===== config.mk =====
export PLATFORM = sky130hd
export DESIGN_NAME = mul_div_unit
export DESIGN_NICKNAME = d
export VERILOG_FILES = /design/src/rtl/mul_div_pkg.sv /design/src/rtl/mul_div_divcore.sv /design/src/rtl/mul_div_unit.sv
export SDC_FILE = /design/constraint.sdc
export NUM_CORES = 1
export LEC_CHECK = 0
export ABC_AREA = 1
export CAP_MARGIN = 25
export CORE_ASPECT_RATIO = 0.5
export CORE_MARGIN = 3
export CORE_UTILIZATION = 55
export CTS_CLUSTER_DIAMETER = 150
export DETAILED_ROUTE_END_ITERATION = 8
export PLACE_DENSITY_LB_ADDON = 0.25
export SLEW_MARGIN = 20
export SYNTH_ARGS = -nofsm -noshare
export SYNTH_HDL_FRONTEND = slang
export SYNTH_SLANG_ARGS = --single-unit
export TNS_END_PERCENT = 30

===== constraint.sdc =====
create_clock -name clk -period 3.3 [get_ports clk]
set_input_delay 0.495 -clock clk [delete_from_list [all_inputs] [get_ports clk]]
set_output_delay 0.495 -clock clk [all_outputs]
set_load 0.005 [all_outputs]

===== src/rtl/mul_div_pkg.sv =====
// Shared encodings and constants for the multi-cycle multiply/divide unit.
package mul_div_pkg;

    localparam int WIDTH_DEFAULT = 32;

    typedef enum logic {
        OP_MUL = 1'b0,
        OP_DIV = 1'b1
    } op_e;

    typedef enum logic [1:0] {
        IDLE   = 2'd0,
        RUN    = 2'd1,
        FINISH = 2'd2
    } state_e;

    localparam logic [WIDTH_DEFAULT-1:0] DBZ_QUOTIENT = 32'hFFFF_FFFF;

endpackage


===== src/rtl/mul_div_divcore.sv =====
// One restoring-division step: shift in the next dividend bit, trial subtract.
module mul_div_divcore #(
    parameter int WIDTH = 32
) (
    input  logic [WIDTH-1:0] rem_i,
    input  logic [WIDTH-1:0] quo_i,
    input  logic [WIDTH-1:0] div_i,
    output logic [WIDTH-1:0] rem_o,
    output logic [WIDTH-1:0] quo_o
);

    logic [WIDTH:0] shifted;
    logic [WIDTH:0] diff;

    // rem < divisor always holds, so the shifted value fits and diff[WIDTH] is the borrow
    assign shifted = {rem_i, quo_i[WIDTH-1]};
    assign diff    = shifted - {1'b0, div_i};
    assign rem_o   = diff[WIDTH] ? shifted[WIDTH-1:0] : diff[WIDTH-1:0];
    assign quo_o   = {quo_i[WIDTH-2:0], ~diff[WIDTH]};

endmodule


===== src/rtl/mul_div_unit.sv =====
// Signed 32-iteration Booth multiply / restoring divide unit feeding ZHigh/ZLow.
// Divide path is compiled in only when MUL_DIV_UNIT_DIV_EN is defined.
module mul_div_unit
    import mul_div_pkg::*;
#(
    parameter int WIDTH = WIDTH_DEFAULT
) (
    input  logic             clk,
    input  logic             reset,
    input  logic             start,
    input  logic             op,
    input  logic [WIDTH-1:0] operand_a,
    input  logic [WIDTH-1:0] operand_b,
    output logic             busy,
    output logic             done,
    output logic [WIDTH-1:0] z_hi,
    output logic [WIDTH-1:0] z_lo,
    output logic             div_by_zero
);

    localparam int CW = $clog2(WIDTH);
    localparam logic [CW-1:0] LAST = CW'(WIDTH - 1);

    state_e           state_q, state_d;
    logic [CW-1:0]    cnt_q, cnt_d;
    op_e              op_q, op_d;
    logic [WIDTH:0]   acc_a_q, acc_a_d;
    logic [WIDTH-1:0] acc_q_q, acc_q_d;
    logic             qm1_q, qm1_d;
    logic [WIDTH-1:0] m_q, m_d;
    logic [WIDTH-1:0] z_hi_q, z_hi_d;
    logic [WIDTH-1:0] z_lo_q, z_lo_d;
    logic             done_q, done_d;
    logic             dbz_q, dbz_d;

    logic [WIDTH:0]   m_ext;
    logic [WIDTH:0]   booth_sum;
    logic [WIDTH:0]   booth_a;
    logic [WIDTH-1:0] booth_q;

    // A is one bit wider than the operands so -(-2^31) cannot overflow
    assign m_ext = {m_q[WIDTH-1], m_q};

    always_comb begin
        booth_sum = acc_a_q;
        unique case ({acc_q_q[0], qm1_q})
            2'b01:   booth_sum = acc_a_q + m_ext;
            2'b10:   booth_sum = acc_a_q - m_ext;
            default: booth_sum = acc_a_q;
        endcase
    end

    assign booth_a = {booth_sum[WIDTH], booth_sum[WIDTH:1]};
    assign booth_q = {booth_sum[0], acc_q_q[WIDTH-1:1]};

`ifdef MUL_DIV_UNIT_DIV_EN
    logic             neg_q_q, neg_q_d;
    logic             neg_r_q, neg_r_d;
    logic [WIDTH-1:0] div_rem;
    logic [WIDTH-1:0] div_quo;

    function automatic logic [WIDTH-1:0] cneg(
        input logic [WIDTH-1:0] v,
        input logic             n
    );
        return n ? (~v + 1'b1) : v;
    endfunction

    mul_div_divcore #(
        .WIDTH (WIDTH)
    ) u_divcore (
        .rem_i (acc_a_q[WIDTH-1:0]),
        .quo_i (acc_q_q),
        .div_i (m_q),
        .rem_o (div_rem),
        .quo_o (div_quo)
    );
`endif

    always_comb begin
        state_d = state_q;
        cnt_d   = cnt_q;
        op_d    = op_q;
        acc_a_d = acc_a_q;
        acc_q_d = acc_q_q;
        qm1_d   = qm1_q;
        m_d     = m_q;
        z_hi_d  = z_hi_q;
        z_lo_d  = z_lo_q;
        done_d  = 1'b0;
        dbz_d   = dbz_q;
`ifdef MUL_DIV_UNIT_DIV_EN
        neg_q_d = neg_q_q;
        neg_r_d = neg_r_q;
`endif
        unique case (state_q)
            IDLE: begin
                if (start) begin
                    state_d = RUN;
                    cnt_d   = '0;
                    op_d    = op_e'(op);
                    acc_a_d = '0;
                    qm1_d   = 1'b0;
                    m_d     = operand_a;
                    acc_q_d = operand_b;
`ifdef MUL_DIV_UNIT_DIV_EN
                    neg_q_d = operand_a[WIDTH-1] ^ operand_b[WIDTH-1];
                    neg_r_d = operand_a[WIDTH-1];
                    if (op_e'(op) == OP_DIV) begin
                        m_d     = cneg(operand_b, operand_b[WIDTH-1]);
                        acc_q_d = cneg(operand_a, operand_a[WIDTH-1]);
                    end
`endif
                end
            end
            RUN: begin
                cnt_d = cnt_q + 1'b1;
                if (op_q == OP_MUL) begin
                    acc_a_d = booth_a;
                    acc_q_d = booth_q;
                    qm1_d   = acc_q_q[0];
                end else begin
`ifdef MUL_DIV_UNIT_DIV_EN
                    acc_a_d = {1'b0, div_rem};
                    acc_q_d = div_quo;
`endif
                end
                if (cnt_q == LAST) begin
                    state_d = FINISH;
                end
            end
            FINISH: begin
                state_d = IDLE;
                done_d  = 1'b1;
                z_hi_d  = '0;
                z_lo_d  = '0;
                dbz_d   = 1'b0;
                if (op_q == OP_MUL) begin
                    z_hi_d = acc_a_q[WIDTH-1:0];
                    z_lo_d = acc_q_q;
                end else begin
`ifdef MUL_DIV_UNIT_DIV_EN
                    // divisor 0 leaves |dividend| in the remainder after 32 steps
                    z_hi_d = cneg(acc_a_q[WIDTH-1:0], neg_r_q);
                    if (m_q == '0) begin
                        z_lo_d = DBZ_QUOTIENT[WIDTH-1:0];
                        dbz_d  = 1'b1;
                    end else begin
                        z_lo_d = cneg(acc_q_q, neg_q_q);
                    end
`endif
                end
            end
            default: state_d = IDLE;
        endcase
    end

    always_ff @(posedge clk) begin
        if (reset) begin
            state_q <= IDLE;
            cnt_q   <= '0;
            op_q    <= OP_MUL;
            acc_a_q <= '0;
            acc_q_q <= '0;
            qm1_q   <= 1'b0;
            m_q     <= '0;
            z_hi_q  <= '0;
            z_lo_q  <= '0;
            done_q  <= 1'b0;
            dbz_q   <= 1'b0;
`ifdef MUL_DIV_UNIT_DIV_EN
            neg_q_q <= 1'b0;
            neg_r_q <= 1'b0;
`endif
        end else begin
            state_q <= state_d;
            cnt_q   <= cnt_d;
            op_q    <= op_d;
            acc_a_q <= acc_a_d;
            acc_q_q <= acc_q_d;
            qm1_q   <= qm1_d;
            m_q     <= m_d;
            z_hi_q  <= z_hi_d;
            z_lo_q  <= z_lo_d;
            done_q  <= done_d;
            dbz_q   <= dbz_d;
`ifdef MUL_DIV_UNIT_DIV_EN
            neg_q_q <= neg_q_d;
            neg_r_q <= neg_r_d;
`endif
        end
    end

    assign busy        = (state_q == RUN);
    assign done        = done_q;
    assign z_hi        = z_hi_q;
    assign z_lo        = z_lo_q;
    assign div_by_zero = dbz_q;

endmodule

Word-level counts from Yosys, hierarchy flattened --
Cells that the tools add are included.
Operators by class: add/subtract/negate cells 3, eq/ne operators 8, muxes and demuxes 18, reductions and logical operators 6
Operator list (number):
- one-hot mux 33 bit (2 select lines) | 2
- two-way mux 32 bit | 4
- two-way mux 33 bit | 2
- one-hot mux 32 bit (2 select lines) | 1
- adder 33 bit | 1
- subtractor 33 bit | 1
- one-hot mux 5 bit (2 select lines) | 1
- AND reduction 2 bit | 3
- adder 5 x 1 -> 5 bit (second input constant) | 1
- == test 5 bit (second input constant) | 1
- two-way mux 5 bit | 1
- == test 2 x 1 -> 1 bit (second input constant) | 2
- == test 2 bit (second input constant) | 2
- two-way mux 2 bit | 2
- != test 2 bit (second input constant) | 2
- one-hot mux 2 bit (2 select lines) | 1
- two-way mux 1 bit | 3
- AND reduction 3 bit | 1
- zero test 2 bit | 1
- != test 2 x 1 -> 1 bit (second input constant) | 1
- one-hot mux 1 bit (2 select lines) | 1
- nonzero test 2 bit | 1
Word-level totals: flip-flop bits (word level) 171, input port bits 68, output and inout bits 67

Depth between registers and ports, before layout --
depth after elaboration 4, depth in mapped cells 22

Worst setup path after synthesis --
Ideal clock, no wire load.
kind flip-flop to flip-flop, from register acc_q_q[0], to register acc_a_q[21], data arrival time 2.515 ns, data required time 3.168 ns, slack 0.653 ns, cell stages (with the launch flop) 19, buffers on the path 2, clock period less this slack 2.647 ns, path through dfxtp_1 -> ha_1 -> clkbuf_1 -> inv_1 -> buf_2 -> nand2_1 -> o21ai_0 -> xor2_1 -> ha_1 -> nand2_1 -> nor2_1 -> and2_1 -> nand2_1 -> nand2_1 -> nand2_1 -> nand3_1 -> nand3_1 -> nand2_1 -> a21oi_1
On the way: longest elaborated chain between the ends 4
RTL lines:
- start, declared | line mul_div_unit.sv:28 | logic [WIDTH-1:0] acc_q_q, acc_q_d;
- start signal, assigned | line mul_div_unit.sv:180 | acc_q_q <= acc_q_d;
- == test 2 bit or == test 2 x 1 -> 1 bit (tied branches) | line mul_div_unit.sv:46 | unique case ({acc_q_q[0], qm1_q})
- one-hot mux 33 bit (2 select lines) (*) | line mul_div_unit.sv:46
- two-way mux 33 bit (*) | line mul_div_unit.sv:118 | if (op_q == OP_MUL) begin
- one-hot mux 33 bit (2 select lines) (*) | line mul_div_unit.sv:96 | unique case (state_q)
- end signal, assigned | line mul_div_unit.sv:163 | acc_a_q <= '0;
- end signal, assigned | line mul_div_unit.sv:179 | acc_a_q <= acc_a_d;
- end, declared | line mul_div_unit.sv:27 | logic [WIDTH:0] acc_a_q, acc_a_d;
Mark *: on every way between the ends. The rest lies on a longest branch, timed or not. The select of a mux whose other input is x is not followed. A chain may end at the register's enable or synchronous reset.

Worst setup path in the final report --
from register m_q[1], to register acc_a_q[26]
On the way: longest elaborated chain between the ends 4
RTL lines:
- start, declared | line mul_div_unit.sv:30 | logic [WIDTH-1:0] m_q, m_d;
- start signal, assigned | line mul_div_unit.sv:182 | m_q <= m_d;
- subtractor 33 bit or adder 33 bit (tied branches) | line mul_div_unit.sv:48, mul_div_unit.sv:47
- one-hot mux 33 bit (2 select lines) (*) | line mul_div_unit.sv:46
- two-way mux 33 bit (*) | line mul_div_unit.sv:118
- one-hot mux 33 bit (2 select lines) (*) | line mul_div_unit.sv:96
Marked as above.

==> reports/qor.csv <==
stage,metric,value,unit
status,status,finished clean,
worst_setup_path,critical_path_arrival,3.41,ns
placement,io_buffers,133,
worst_setup_path,crit_slowest_cell,ha_1,
global_routing,grt_pass1_vias,9731,
placement,place_ws,-0.002258,ns
cells_and_area,antenna_cells,0,
min_path,hold_path_end,qm1_q,
synthesis,synth_top_area_cell,dfxtp_1,
cells_and_area,fin_cells,1863,
sta,fin_tns_setup,0,ns
pwr,combPwrFrac,0.244,
cts,cts_buffers,17,
synthesis,synth_top_area_share,0.3459,
cts,cts_max_level,4,
worst_setup_path,crit_top_cell,nand2_1,
cells_and_area,drive_above_1_share,0.05318,
worst_setup_path,critPathLaunchType,flop,
cells_and_area,num-fill-cells,1427,
cells_and_area,syn2layout_area_growth,21.61,%
synthesis,synth_seq_area_share,0.3459,
synthesis,synth_edf_count,0,
sta,setup_viol,0,
worst_setup_path,path_buf_inv,2,
synthesis,synth_common_cells,"437 x nand2_1, 202 x inv_1, 170 x dfxtp_1, 155 x nand3_1, 114 x nor2_1",
cts,cts.sinks,170,
cts,clock_path_buffers,2,
sta,fin_crit,3.093,ns
sta,finalCritPeriodShare,0.9371,
routing,routed_wl,29680,µm
global_routing,track_usage,0.2944,
cts,cts_root_buffer,clkbuf_16,
worst_setup_path,worstPathCellList,inv_1 -> ha_2 -> nand3_2 -> nor2_4 -> nand2_2 -> o21ai_4 -> o21ai_1 -> nor2_1 -> xor2_1 -> ha_1 -> nand2_1 -> inv_1 -> nand2_1 -> nand2_1 -> nand2_1 -> nand2_1 -> a21oi_1 -> nand2_1 -> nand2_1 -> nand3_1 -> nand2_1 -> a21oi_1,
pwr,power_switching,1.880,mW
worst_setup_path,reg2reg_depth,22,
sta,slew_headroom,0.4068,
synthesis,synth_mux_area_frac,0,
floorplan,dieArea,19630,µm²
sta,hold_viol,0,
cells_and_area,multi_input_area,5424,µm²
synthesis,synth-xor-area-share,0.03561,
cts,worstSkewPairLatency,0.44,ns
global_routing,top_usage_layer,met2,
cells_and_area,layout.nets,1729,
floorplan,die_w,195.1,µm
synthesis,synth_area_leaders,"dfxtp_1 35%, nand2_1 17%, nand3_1 7.9%, inv_1 7.7%, a21oi_1 5.4%",
floorplan,row_count,33,
synthesis,synth_nets,1636,
routing,ant_nets,0,
pwr,pwr_density_cell,468.2,nW/µm²
synthesis,synthesis.area,9838,µm²
min_path,hold_path.class,reg2reg,
routing,firstDrtPassIters,9,
sta,clock.fmax,323.4,MHz
synthesis,yosysMostFrequentCell,nand2_1,
worst_setup_path,crit_type,reg2reg,
pwr,power.share.sequential,0.403,
global_routing,overflow,0,
floorplan,core,16930,µm²
synthesis,syn_avg_cell_area,6.426,µm²
synthesis,synth_flop_cell,dfxtp_1,
min_path,whs_path_depth,2,
pwr,switching_share,0.3357,
global_routing,grt_max_degree,101,
worst_setup_path,critPathMaxFanout,5,
cts,clkSlewWorstSetupHoldPaths,0.08,ns
synthesis,synth_cells,1531,
pwr,p_clk_frac,0.353,
sta,rsz0062_at_grt,true,
cts,ctsHoldBuffers,0,
routing,post_drt_wl_per_cell,15.93,µm
cts,cts_tree,built,
placement,dp_hpwl,21120,µm
sta,drv_slew,0,
floorplan,ios,135,
synthesis,async_reset_ff_frac,0,
routing,vias,10280,
sta,clock_skew,0.01765,ns
pwr,p_int,3.721,mW
placement,gp_congestion,0.9570,
pwr,ir_worst_vdd,0.4285,mV
floorplan,die_h,100.6,µm
global_routing,use_met3,0.06277,
synthesis,synth_warnings,0,
global_routing,grt_pass1_wl,47350,µm
pwr,total_leakage_power,5.532,nW
routing,first_iter_violations,705,
floorplan,initial_core_util,0.5812,
min_path,min_from,qm1_q,
synthesis,synth_compound_area_frac,0.1511,
global_routing,use_met1,0.3756,
worst_setup_path,cpPeakStageDelay,0.33,ns
sta,hold_ws,0.4719,ns
routing,drc,0,
sta,tightest_slew,0.8888,ns
cells_and_area,final-seq-area,3403,µm²
synthesis,yosys.cell_types.count,37,
worst_setup_path,crit_family,simple AND/OR/NAND/NOR gates,
sta,worst_slack,0.2075,ns
worst_setup_path,worstSetupEndpointType,flop,
global_routing,antenna_found_initial,1,
worst_setup_path,rr_endpoint,acc_a_q[26],
placement,dp_cells,1828,
synthesis,synth-simple-area-share,0.3045,
synthesis,ys_ff_latch,170,
routing,avgViaCountPerCell,5.520,
worst_setup_path,crit-reg2reg-launch,m_q[1],
global_routing,grt_use_met2,0.5012,
run,max-cap-violations,0,
synthesis,synth_top_family_by_area,simple AND/OR/NAND/NOR gates,
worst_setup_path,cp_data_required_time,3.62,ns
worst_setup_path,r2r_slack,0.21,ns
synthesis,yosys.area_share.adder,0.04782,
[power groups by stage]
stage / registers [mW] / clock network [mW] / logic [mW]
2_1_floorplan: 2.27 / 0 / 0.938
3_3_place_gp: 2.29 / 0 / 1.25
3_5_place_dp: 2.30 / 0 / 1.27
4_1_cts: 2.25 / 1.99 / 1.29
5_1_grt: 2.27 / 2.07 / 1.52
6_report: 2.26 / 1.98 / 1.37
[cell usage in the layout, fill, tap and decap left out, types with 2 or more instances in the layout]
| cell | n |
|---|---|
| ha_1 | 32 |
| xor2_1 | 34 |
| o21ai_1 | 26 |
| inv_1 | 200 |
| o31ai_1 | 24 |
| inv_2 | 6 |
| a21oi_2 | 4 |
| nand2_1 | 430 |
| nand3_2 | 2 |
| ha_4 | 2 |
| clkdlybuf4s50_1 | 133 |
| xnor2_1 | 6 |
| clkinvlp_4 | 2 |
| o211ai_1 | 4 |
| nor2_2 | 7 |
| o21ai_0 | 68 |
| nand3_1 | 153 |
| nor4_1 | 3 |
| o21bai_1 | 4 |
| buf_4 | 16 |
| inv_6 | 5 |
| nor2_1 | 109 |
| clkbuf_16 | 17 |
| nor2_4 | 3 |
| ha_2 | 2 |
| inv_8 | 2 |
| a21oi_1 | 102 |
| nor3_1 | 7 |
| nand2_2 | 7 |
| and2_1 | 2 |
| clkinv_4 | 2 |
| a31oi_1 | 33 |
| dfxtp_1 | 170 |
[sequential cells by signal (all words and copies together), names as in the netlist]
name / count
acc_a_q: 32
acc_q_q: 32
m_q: 32
z_hi: 32
z_lo: 32
cnt_q: 5
state_q: 2
done: 1
op_q: 1
qm1_q: 1
[through the flow]
stage               power, mW  area, µm²  utilization
floorplan               3.206       9838            -
detailed placement      3.569      11230       0.6633
CTS                     5.529      11810       0.6978
finish                  5.601      11960       0.7067
global route            5.865      11960       0.7067
global placement        3.543      11230       0.6633
[per-layer routing]
| layer | up-vias | share of wire |
|---|---|---|
| li1 | 5098 | - |
| met1 | 4742 | 0.44 |
| met2 | 381 | 0.47 |
| met3 | 61 | 0.072 |
| met4 | 2 | 0.023 |
| met5 | - | 0.00030 |
[timing repair]
| item | CTS | global route |
|---|---|---|
| setup endpoints to repair | 1 | 18 |
| setup buffers | 0 | 3 |
| resized for setup | 2 | 26 |
| pin swaps | 0 | 7 |
[area by class of cell]
| class | instances | area share |
|---|---|---|
| clock inverters | 12 | 0.01077 |
| clock buffers | 19 | 0.03702 |
| repair buffers | 151 | 0.1253 |
| inverters | 208 | 0.06536 |
| multi-input cells | 1076 | 0.4534 |
| flip-flops and latches | 170 | 0.2845 |
| well taps | 227 | 0.02374 |
[logic make-up (layout without fill, tap and decap cells)]
kind of cell,Yosys count,count (layout)
AND/OR/NAND/NOR,728,728
adder cells (fa/ha/maj),37,37
AO/OA/AOI/OAI,270,270
other,1,1
buffers and inverters,285,390
flip-flops,170,170
XOR/XNOR,40,40
[worst max-delay path by stage]
stage,startpoint,end,slack [ns],cells past startpoint
CTS,m_q[1],acc_a_q[27],0.07,19
floorplan,acc_q_q[0],acc_a_q[21],0.65,18
global placement,m_q[1],acc_a_q[24],0.05,22
detailed placement,m_q[1],acc_a_q[24],-0.002,22
global route,m_q[1],acc_a_q[25],-0.03,19
finish,m_q[1],acc_a_q[26],0.21,22
[worst reg2reg max path: cells and delay by family (launching register included)]
| kind | cells | cell delay (ns) |
|---|---|---|
| buf+inv | 2 | 0.17 |
| compound gates | 4 | 0.60 |
| simple gates | 13 | 1.14 |
| flops | 1 | 0.30 |
| xor+xnor | 1 | 0.22 |
| fa+ha+maj | 2 | 0.55 |
Power figures use the tool's default switching activity.
